**src/rtl/inst_fetch_if.sv**
```systemverilog
// Exception encoding shared by the fetch engine and its neighbours, plus the
// bundle of icache request/response, predictor hint and ibuf push signals.
package inst_fetch_pkg;
    typedef logic [5:0] exception_t;
    localparam exception_t EXC_NONE = 6'h00;
    localparam exception_t EXC_PIF  = 6'h03;
    localparam exception_t EXC_ADEF = 6'h08;
endpackage

interface inst_fetch_if;
    import inst_fetch_pkg::*;

    logic        icache_req_valid;
    logic [31:0] icache_req_addr;
    logic        icache_req_ready;
    logic        icache_resp_valid;
    logic [31:0] icache_resp_inst1;
    logic [31:0] icache_resp_inst2;
    logic        icache_resp_exc;
    exception_t  icache_resp_exc_type;
    logic        bp_taken1;
    logic        bp_taken2;
    logic [31:0] bp_target1;
    logic [31:0] bp_target2;
    logic        ibuf_ready;
    logic [1:0]  out_size;
    logic [31:0] out_pc1;
    logic [31:0] out_pc2;
    logic [31:0] out_inst1;
    logic [31:0] out_inst2;
    logic        out_pred_taken1;
    logic        out_pred_taken2;
    logic [31:0] out_pred_target1;
    logic [31:0] out_pred_target2;
    logic        out_have_exception1;
    exception_t  out_exception_type1;

    // Fetch engine side
    modport master (
        output icache_req_valid, icache_req_addr,
        input  icache_req_ready, icache_resp_valid, icache_resp_inst1, icache_resp_inst2,
        input  icache_resp_exc, icache_resp_exc_type,
        input  bp_taken1, bp_taken2, bp_target1, bp_target2, ibuf_ready,
        output out_size, out_pc1, out_pc2, out_inst1, out_inst2,
        output out_pred_taken1, out_pred_taken2, out_pred_target1, out_pred_target2,
        output out_have_exception1, out_exception_type1
    );

    // icache / predictor / ibuf side
    modport slave (
        input  icache_req_valid, icache_req_addr,
        output icache_req_ready, icache_resp_valid, icache_resp_inst1, icache_resp_inst2,
        output icache_resp_exc, icache_resp_exc_type,
        output bp_taken1, bp_taken2, bp_target1, bp_target2, ibuf_ready,
        input  out_size, out_pc1, out_pc2, out_inst1, out_inst2,
        input  out_pred_taken1, out_pred_taken2, out_pred_target1, out_pred_target2,
        input  out_have_exception1, out_exception_type1
    );
endinterface

```
**src/rtl/inst_fetch.sv**
```systemverilog
// Fetch engine: holds the fetch PC, keeps one icache request in flight and pushes
// 0/1/2 instructions per response into the instruction buffer.
module inst_fetch
    import inst_fetch_pkg::*;
#(
    parameter logic [31:0] RESET_PC = 32'h1c00_0000
) (
    input  logic         clk,
    input  logic         reset,
    input  logic         flush,
    input  logic [31:0]  flush_target,
    inst_fetch_if.master fe
);

    localparam logic [1:0] ST_RUN    = 2'd0;
    localparam logic [1:0] ST_WAIT   = 2'd1;
    localparam logic [1:0] ST_CANCEL = 2'd2;
    localparam logic [1:0] ST_HOLD   = 2'd3;

    logic [1:0]  state_q, state_d;
    logic [31:0] pc_q, pc_d;

    logic        req_valid_s;
    logic [31:0] req_addr_s;
    logic        push_resp_s;
    logic        push_adef_s;
    logic [1:0]  resp_size_s;
    logic [31:0] resp_next_pc_s;

    // Response slot count and the PC that follows this response
    always_comb begin
        resp_size_s    = 2'd2;
        resp_next_pc_s = pc_q + 32'd8;
        if (pc_q[2] || fe.icache_resp_exc || fe.bp_taken1) begin
            resp_size_s = 2'd1;
        end else begin
            resp_size_s = 2'd2;
        end
        if (fe.icache_resp_exc) begin
            resp_next_pc_s = pc_q;
        end else if (fe.bp_taken1) begin
            resp_next_pc_s = fe.bp_target1;
        end else if (resp_size_s == 2'd2 && fe.bp_taken2) begin
            resp_next_pc_s = fe.bp_target2;
        end else if (resp_size_s == 2'd2) begin
            resp_next_pc_s = pc_q + 32'd8;
        end else begin
            resp_next_pc_s = pc_q + 32'd4;
        end
    end

    // Next-state, next-PC and request/push decisions; flush overrides everything
    always_comb begin
        state_d     = state_q;
        pc_d        = pc_q;
        req_valid_s = 1'b0;
        req_addr_s  = pc_q;
        push_resp_s = 1'b0;
        push_adef_s = 1'b0;
        if (reset) begin
            state_d = ST_RUN;
            pc_d    = RESET_PC;
        end else if (flush) begin
            pc_d = flush_target;
            // A request still in flight must have its response swallowed
            if ((state_q == ST_WAIT || state_q == ST_CANCEL) && !fe.icache_resp_valid) begin
                state_d = ST_CANCEL;
            end else begin
                state_d = ST_RUN;
            end
        end else begin
            case (state_q)
                ST_RUN: begin
                    if (pc_q[1:0] != 2'b00) begin
                        if (fe.ibuf_ready) begin
                            push_adef_s = 1'b1;
                            state_d     = ST_HOLD;
                        end else begin
                            state_d = ST_RUN;
                        end
                    end else begin
                        req_valid_s = fe.ibuf_ready;
                        if (req_valid_s && fe.icache_req_ready) begin
                            state_d = ST_WAIT;
                        end else begin
                            state_d = ST_RUN;
                        end
                    end
                end
                ST_WAIT: begin
                    if (fe.icache_resp_valid) begin
                        push_resp_s = 1'b1;
                        if (fe.icache_resp_exc) begin
                            state_d = ST_HOLD;
                            pc_d    = pc_q;
                        end else begin
                            pc_d = resp_next_pc_s;
                            // Misaligned targets fall back to RUN so the ADEF path reports them
                            req_valid_s = fe.ibuf_ready && (resp_next_pc_s[1:0] == 2'b00);
                            req_addr_s  = resp_next_pc_s;
                            if (req_valid_s && fe.icache_req_ready) begin
                                state_d = ST_WAIT;
                            end else begin
                                state_d = ST_RUN;
                            end
                        end
                    end else begin
                        state_d = ST_WAIT;
                    end
                end
                ST_CANCEL: begin
                    if (fe.icache_resp_valid) begin
                        state_d = ST_RUN;
                    end else begin
                        state_d = ST_CANCEL;
                    end
                end
                ST_HOLD: begin
                    state_d = ST_HOLD;
                end
                default: begin
                    state_d = ST_RUN;
                end
            endcase
        end
    end

    // State and fetch PC registers
    always_ff @(posedge clk) begin
        if (reset) begin
            state_q <= ST_RUN;
            pc_q    <= RESET_PC;
        end else begin
            state_q <= state_d;
            pc_q    <= pc_d;
        end
    end

    assign fe.icache_req_valid = req_valid_s;
    assign fe.icache_req_addr  = req_addr_s;

    // Push bus: driven from the response (or the ADEF tag) in the push cycle, zero otherwise
    always_comb begin
        fe.out_size            = 2'd0;
        fe.out_pc1             = 32'h0000_0000;
        fe.out_pc2             = 32'h0000_0000;
        fe.out_inst1           = 32'h0000_0000;
        fe.out_inst2           = 32'h0000_0000;
        fe.out_pred_taken1     = 1'b0;
        fe.out_pred_taken2     = 1'b0;
        fe.out_pred_target1    = 32'h0000_0000;
        fe.out_pred_target2    = 32'h0000_0000;
        fe.out_have_exception1 = 1'b0;
        fe.out_exception_type1 = EXC_NONE;
        if (push_adef_s) begin
            fe.out_size            = 2'd1;
            fe.out_pc1             = pc_q;
            fe.out_have_exception1 = 1'b1;
            fe.out_exception_type1 = EXC_ADEF;
        end else if (push_resp_s) begin
            fe.out_size            = resp_size_s;
            fe.out_pc1             = pc_q;
            fe.out_pc2             = pc_q + 32'd4;
            fe.out_inst1           = fe.icache_resp_inst1;
            fe.out_inst2           = fe.icache_resp_inst2;
            fe.out_pred_taken1     = fe.bp_taken1;
            fe.out_pred_taken2     = fe.bp_taken2;
            fe.out_pred_target1    = fe.bp_target1;
            fe.out_pred_target2    = fe.bp_target2;
            fe.out_have_exception1 = fe.icache_resp_exc;
            fe.out_exception_type1 = fe.icache_resp_exc ? fe.icache_resp_exc_type : EXC_NONE;
        end else begin
            fe.out_size = 2'd0;
        end
    end

endmodule

```
**src/flat_wrapper.sv**
```systemverilog
// flat-port wrapper written by rule: the top's interface ports become plain ports
module inst_fetch_flat import inst_fetch_pkg::*;
#(
    parameter logic [31:0] RESET_PC = 32'h1c00_0000
)
  (clk, reset, flush, flush_target, fe_icache_req_valid, fe_icache_req_addr, fe_icache_req_ready, fe_icache_resp_valid, fe_icache_resp_inst1, fe_icache_resp_inst2, fe_icache_resp_exc, fe_icache_resp_exc_type, fe_bp_taken1, fe_bp_taken2, fe_bp_target1, fe_bp_target2, fe_ibuf_ready, fe_out_size, fe_out_pc1, fe_out_pc2, fe_out_inst1, fe_out_inst2, fe_out_pred_taken1, fe_out_pred_taken2, fe_out_pred_target1, fe_out_pred_target2, fe_out_have_exception1, fe_out_exception_type1);
  inst_fetch_if fe_i ();
  input  logic clk;
  input  logic reset;
  input  logic flush;
  input  logic [31:0] flush_target;
  output wire logic [$bits(fe_i.icache_req_valid)-1:0] fe_icache_req_valid;
  output wire logic [$bits(fe_i.icache_req_addr)-1:0] fe_icache_req_addr;
  input wire logic [$bits(fe_i.icache_req_ready)-1:0] fe_icache_req_ready;
  input wire logic [$bits(fe_i.icache_resp_valid)-1:0] fe_icache_resp_valid;
  input wire logic [$bits(fe_i.icache_resp_inst1)-1:0] fe_icache_resp_inst1;
  input wire logic [$bits(fe_i.icache_resp_inst2)-1:0] fe_icache_resp_inst2;
  input wire logic [$bits(fe_i.icache_resp_exc)-1:0] fe_icache_resp_exc;
  input wire logic [$bits(fe_i.icache_resp_exc_type)-1:0] fe_icache_resp_exc_type;
  input wire logic [$bits(fe_i.bp_taken1)-1:0] fe_bp_taken1;
  input wire logic [$bits(fe_i.bp_taken2)-1:0] fe_bp_taken2;
  input wire logic [$bits(fe_i.bp_target1)-1:0] fe_bp_target1;
  input wire logic [$bits(fe_i.bp_target2)-1:0] fe_bp_target2;
  input wire logic [$bits(fe_i.ibuf_ready)-1:0] fe_ibuf_ready;
  output wire logic [$bits(fe_i.out_size)-1:0] fe_out_size;
  output wire logic [$bits(fe_i.out_pc1)-1:0] fe_out_pc1;
  output wire logic [$bits(fe_i.out_pc2)-1:0] fe_out_pc2;
  output wire logic [$bits(fe_i.out_inst1)-1:0] fe_out_inst1;
  output wire logic [$bits(fe_i.out_inst2)-1:0] fe_out_inst2;
  output wire logic [$bits(fe_i.out_pred_taken1)-1:0] fe_out_pred_taken1;
  output wire logic [$bits(fe_i.out_pred_taken2)-1:0] fe_out_pred_taken2;
  output wire logic [$bits(fe_i.out_pred_target1)-1:0] fe_out_pred_target1;
  output wire logic [$bits(fe_i.out_pred_target2)-1:0] fe_out_pred_target2;
  output wire logic [$bits(fe_i.out_have_exception1)-1:0] fe_out_have_exception1;
  output wire logic [$bits(fe_i.out_exception_type1)-1:0] fe_out_exception_type1;
  assign fe_icache_req_valid = fe_i.icache_req_valid;
  assign fe_icache_req_addr = fe_i.icache_req_addr;
  assign fe_i.icache_req_ready = fe_icache_req_ready;
  assign fe_i.icache_resp_valid = fe_icache_resp_valid;
  assign fe_i.icache_resp_inst1 = fe_icache_resp_inst1;
  assign fe_i.icache_resp_inst2 = fe_icache_resp_inst2;
  assign fe_i.icache_resp_exc = fe_icache_resp_exc;
  assign fe_i.icache_resp_exc_type = fe_icache_resp_exc_type;
  assign fe_i.bp_taken1 = fe_bp_taken1;
  assign fe_i.bp_taken2 = fe_bp_taken2;
  assign fe_i.bp_target1 = fe_bp_target1;
  assign fe_i.bp_target2 = fe_bp_target2;
  assign fe_i.ibuf_ready = fe_ibuf_ready;
  assign fe_out_size = fe_i.out_size;
  assign fe_out_pc1 = fe_i.out_pc1;
  assign fe_out_pc2 = fe_i.out_pc2;
  assign fe_out_inst1 = fe_i.out_inst1;
  assign fe_out_inst2 = fe_i.out_inst2;
  assign fe_out_pred_taken1 = fe_i.out_pred_taken1;
  assign fe_out_pred_taken2 = fe_i.out_pred_taken2;
  assign fe_out_pred_target1 = fe_i.out_pred_target1;
  assign fe_out_pred_target2 = fe_i.out_pred_target2;
  assign fe_out_have_exception1 = fe_i.out_have_exception1;
  assign fe_out_exception_type1 = fe_i.out_exception_type1;
  inst_fetch #(.RESET_PC(RESET_PC)) u_core (.clk(clk), .reset(reset), .flush(flush), .flush_target(flush_target), .fe(fe_i));
endmodule
```
**config.mk**
```make
export PLATFORM = sky130hd
export DESIGN_NAME = inst_fetch_flat
export DESIGN_NICKNAME = d
export VERILOG_FILES = /design/src/rtl/inst_fetch_if.sv /design/src/rtl/inst_fetch.sv /design/src/flat_wrapper.sv
export SDC_FILE = /design/constraint.sdc
export NUM_CORES = 1
export LEC_CHECK = 0
export BUFFER_PORTS_ARGS = -buffer_cell sky130_fd_sc_hd__buf_2
export CAP_MARGIN = 20
export CORE_AREA = 2 2 158 160
export DETAILED_ROUTE_END_ITERATION = 10
export DIE_AREA = 0 0 160 162
export SETUP_SLACK_MARGIN = 0.02
export SLEW_MARGIN = 5
export SYNTH_ARGS = -nofsm -noshare
export SYNTH_HDL_FRONTEND = slang
export SYNTH_SLANG_ARGS = --single-unit
```
**constraint.sdc**
```tcl
create_clock -name clk -period 7.1 [get_ports clk]
set_clock_uncertainty 0.15 [all_clocks]
set_input_delay 0.355 -clock clk [delete_from_list [all_inputs] [get_ports clk]]
set_output_delay 0.355 -clock clk [all_outputs]
set_load 0.05 [all_outputs]
```
==> summary.md <==
| Metric | Value |
|---|---|
| Mux share of post-synthesis cell area | 1.19% |
| Hold_sp | flush_target[13] |
| CP Data Arrival Time | 3.75 ns |
| Antenna violations before repair | 5 |
| Adder-Cell Fraction of Synth Area | 1.32% |
| CTS Buffer Depth | 2 |
| Wire length per cell | 21.1 um |
| Sequential share of the synthesized area | approximately an eighth |
| Reg-to-Reg End | u_core.pc_q[14]$_SDFF_PP0_ |
| Area of the multi-input gates | around 4500 um2 |
| R2r worst-path depth | 6 |
| Fillers | 2798 |
| Syn avg cell area | 6.33 um2 |
| Total CTS buffers | 5 |
| Share of total power in combinational logic | 42.1% |
| Setup CP Type | flop to output port |
| Routed met1 length | 13.7 mm |
| Compound-gate portion of the synthesized area | 24.7% |
| First-pass GRT wire length | around 47 mm |
| Placed instance count | 1536 |
| DRT iter0 DRCs | 670 |
| Crit path time final | 4.25 ns |
| WP data required | 6.59 ns |
| Clock transition at path regs | about 0.060 ns |
| Final WL | 32.8 mm |
| Die X-Extent | 160 um |
| Initial Util | 23.6% |
| DR pass1 iterations | 5 |
| CTS root buffer | clkbuf_16 |
| Part of the power in registers | between 30% and 40% |
| Worst skew pair latency | 0.29 ns |
| DR vias | 8206 |
| CP Launch Type | flop |
| Hold slack | 0.107 ns |
| Post-synth ARST share | 0% |
| Number of global-route vias before repair | between 7000 and 8000 |
| Overall routing resource usage | 23.8% |
| Worst r2r src | u_core.pc_q[2]$_SDFF_PP0_ |
| Cell accounting for the most synthesized area | and3_1 |
| Die area | 25900 um2 |
| Antenna viol nets, final | 0 |
| Yosys top cell area share | 16.4% |
| Outcome | finished clean |
| Most frequent cells in the layout | 411 x buf_2, 149 x and3_1, 85 x nor2_1, 82 x nand2_1, 48 x o21ai_0 |
| TritonCTS clock tree | done |
| Design Power | between 0.0008 and 0.0009 W |
| Worst reg2reg setup slack | 3.58 ns |
| Number of synthesized register bits | 34 |
| Syn Inst Count | 899 |
| Postcts setup bufs | 0 |
| Least-Margin Pin Slew | between 1 and 1.5 ns |
| Layout cells sized above 1 | 36.9% |
| Final setup vio count | 0 |
| Port bufs | 410 |
| Leak pwr | 4.42 nW |
| Unique masters post-synth | 74 |
| P per Cell Area | between 100 and 150 nW/um2 |
| Min-delay worst type | primary input to flop |
| Post-Syn Area | 5690 um2 |
| Non-Filler Instances | roughly 1500 |
| Fin. max-slew vios | 0 |
| Synth Net Count | 1080 |
| Final-stage net count | 1401 |
| # DRC | 0 |
| Clk pwr share | 27.5% |
| Area Growth Syn to Fin | 39.9% |
| Io pins | between 400 and 500 |
| Largest family of logic cells by synthesized area | simple AND/OR/NAND/NOR gates |
| Post-synth EDFFs | 0 |
| RSZ-0062 raised after global routing | no |
| Internal Pwr Total | 0.000440 W |
| Main synth FF type | dfxtp_1 |
| Half-perimeter wire length after placement | 25.0 mm |
| Met2 WL | about 16 mm |
| Htree depth | 2 |
| Period Utilization, post-route | 59.9% |
| Peak VDD IR | roughly 0.074 mV |
| Max_cap viols | 0 |
| Post-synthesis xor/xnor area fraction | 6.15% |
| Row count | 57 |
| Met3 routed WL | 2.37 mm |
| Fin. Hold Viols | 0 |
| Die Y | 162 um |
| Synth Area in Simple Gates | 45.5% |
| Net Sw Power | 0.000360 W |
| Largest net degree at the start of global routing | 136 |
| Synth top area cells | and3_1 16%, dfxtp_1 12%, nor2_1 5.7% |
| Reg area | 681 um2 |
| DR top layer | met4 |
| Fmax | 235 MHz |
| Crit path max fanout | 20 |
| Gpl congestion | 0.926 |
| Hold Buf Count CTS | 0 |
| Net Sw Frac | about 45% |
| Worst Hold End | u_core.pc_q[13]$_SDFF_PP0_ |
| DR vias/cell | about 5.3 |
| Gr ovfl total | 0 |
| Commonest non-fill, non-tap cell in the layout | buf_2 |
| Synth warn | 0 |
| # resized after CTS | 0 |
| Hold path cells | 2 |
| Crit end category | output port |
| Max_slew headroom | around 29% |
| # clock sinks | 34 |
| Setup TNS | 0 ns |
| Core area | 24100 um2 |
==> worst max path at each step <==
stage                         startpoint                   endpoint  slack, ns  cells after the start
6_report       u_core.pc_q[2]$_SDFF_PP0_     fe_icache_req_addr[24]       2.85                      7
5_1_grt        u_core.pc_q[2]$_SDFF_PP0_     fe_icache_req_addr[30]       2.57                      6
4_1_cts        u_core.pc_q[2]$_SDFF_PP0_     fe_icache_req_addr[24]       2.83                      7
3_5_place_dp                       flush  fe_out_exception_type1[2]       2.97                      7
3_3_place_gp                       flush  fe_out_exception_type1[1]       3.11                      7
2_1_floorplan                      flush     fe_icache_req_addr[24]       3.66                      8
==> critical path: stages (launching register included) <==
cell and delay (ns):
dfxtp_1 0.99, ha_1 0.52, nand4_1 0.55, nor2_1 0.46, o2bb2ai_1 0.19, o22ai_1 0.11, a211oi_1 0.30, buf_2 0.32
==> power groups by stage <==
stage          Clock (W)  Combinational, W  Sequential, W
6_report        0.000220          0.000337       0.000243
5_1_grt         0.000231          0.000362       0.000246
4_1_cts         0.000223          0.000336       0.000242
3_5_place_dp           0          0.000335       0.000246
3_3_place_gp           0          0.000332       0.000246
2_1_floorplan          0          0.000236       0.000214
==> through the flow <==
| step | instance area [um2] | setup WS, ns | util (%) |
|---|---|---|---|
| floorplan | 5690 | 3.66 | - |
| global placement | 7800 | 3.11 | 32.4 |
| detailed placement | 7810 | 2.97 | 32.4 |
| CTS | 7950 | 2.83 | 33.0 |
| global route | 7960 | 2.57 | 33.0 |
| finish | 7970 | 2.85 | 33.0 |
==> cell usage after synthesis (6+ instances only) <==
library cell	count
clkbuf_1	84
a311oi_1	6
nor2_1	86
nor2b_1	6
xnor2_1	19
and4_1	6
a21oi_1	43
inv_1	15
nand2_1	82
and2_1	39
nand4_1	19
o22ai_1	6
o31ai_1	8
a31oi_1	9
a211oi_1	12
dfxtp_1	34
o211ai_1	13
o21ai_0	48
nand3_1	29
nand2b_1	12
nor3_1	17
buf_2	15
and3_1	149
or3_1	9
xor2_1	21
a32oi_1	7
ha_1	6
==> registers in the layout, indices dropped and copies added, names as in the netlist <==
name            flops
u_core.pc_q        32
u_core.state_q      2
==> layer usage <==
layer	up-vias	global-route usage, %
li1	3895	-
met1	3866	29.5
met2	402	41.7
met3	43	4.42
met4	0	7.33
met5	-	0
==> cells by family (layout without fill, tap and decap cells) <==
| kind of cell | count (synthesis) | after routing |
|---|---|---|
| buf+inv | 127 | 448 |
| compound gates | 208 | 208 |
| simple gates | 478 | 478 |
| flops | 34 | 34 |
| xor+xnor | 40 | 40 |
| other cells | 0 | 5 |
| fa+ha+maj | 6 | 6 |
| mux | 6 | 6 |
==> final cells by class <==
class                      count  share of cell area, %
clock buffer                   5                   1.57
multi-input combinational    738                   56.7
tap                          324                   5.09
inverter                      17                  0.801
sequential                    34                   8.55
timing repair buffer         424                   27.0
antenna                        5                  0.157
clock inverter                 2                  0.126
(Power assumes the default switching activity.)
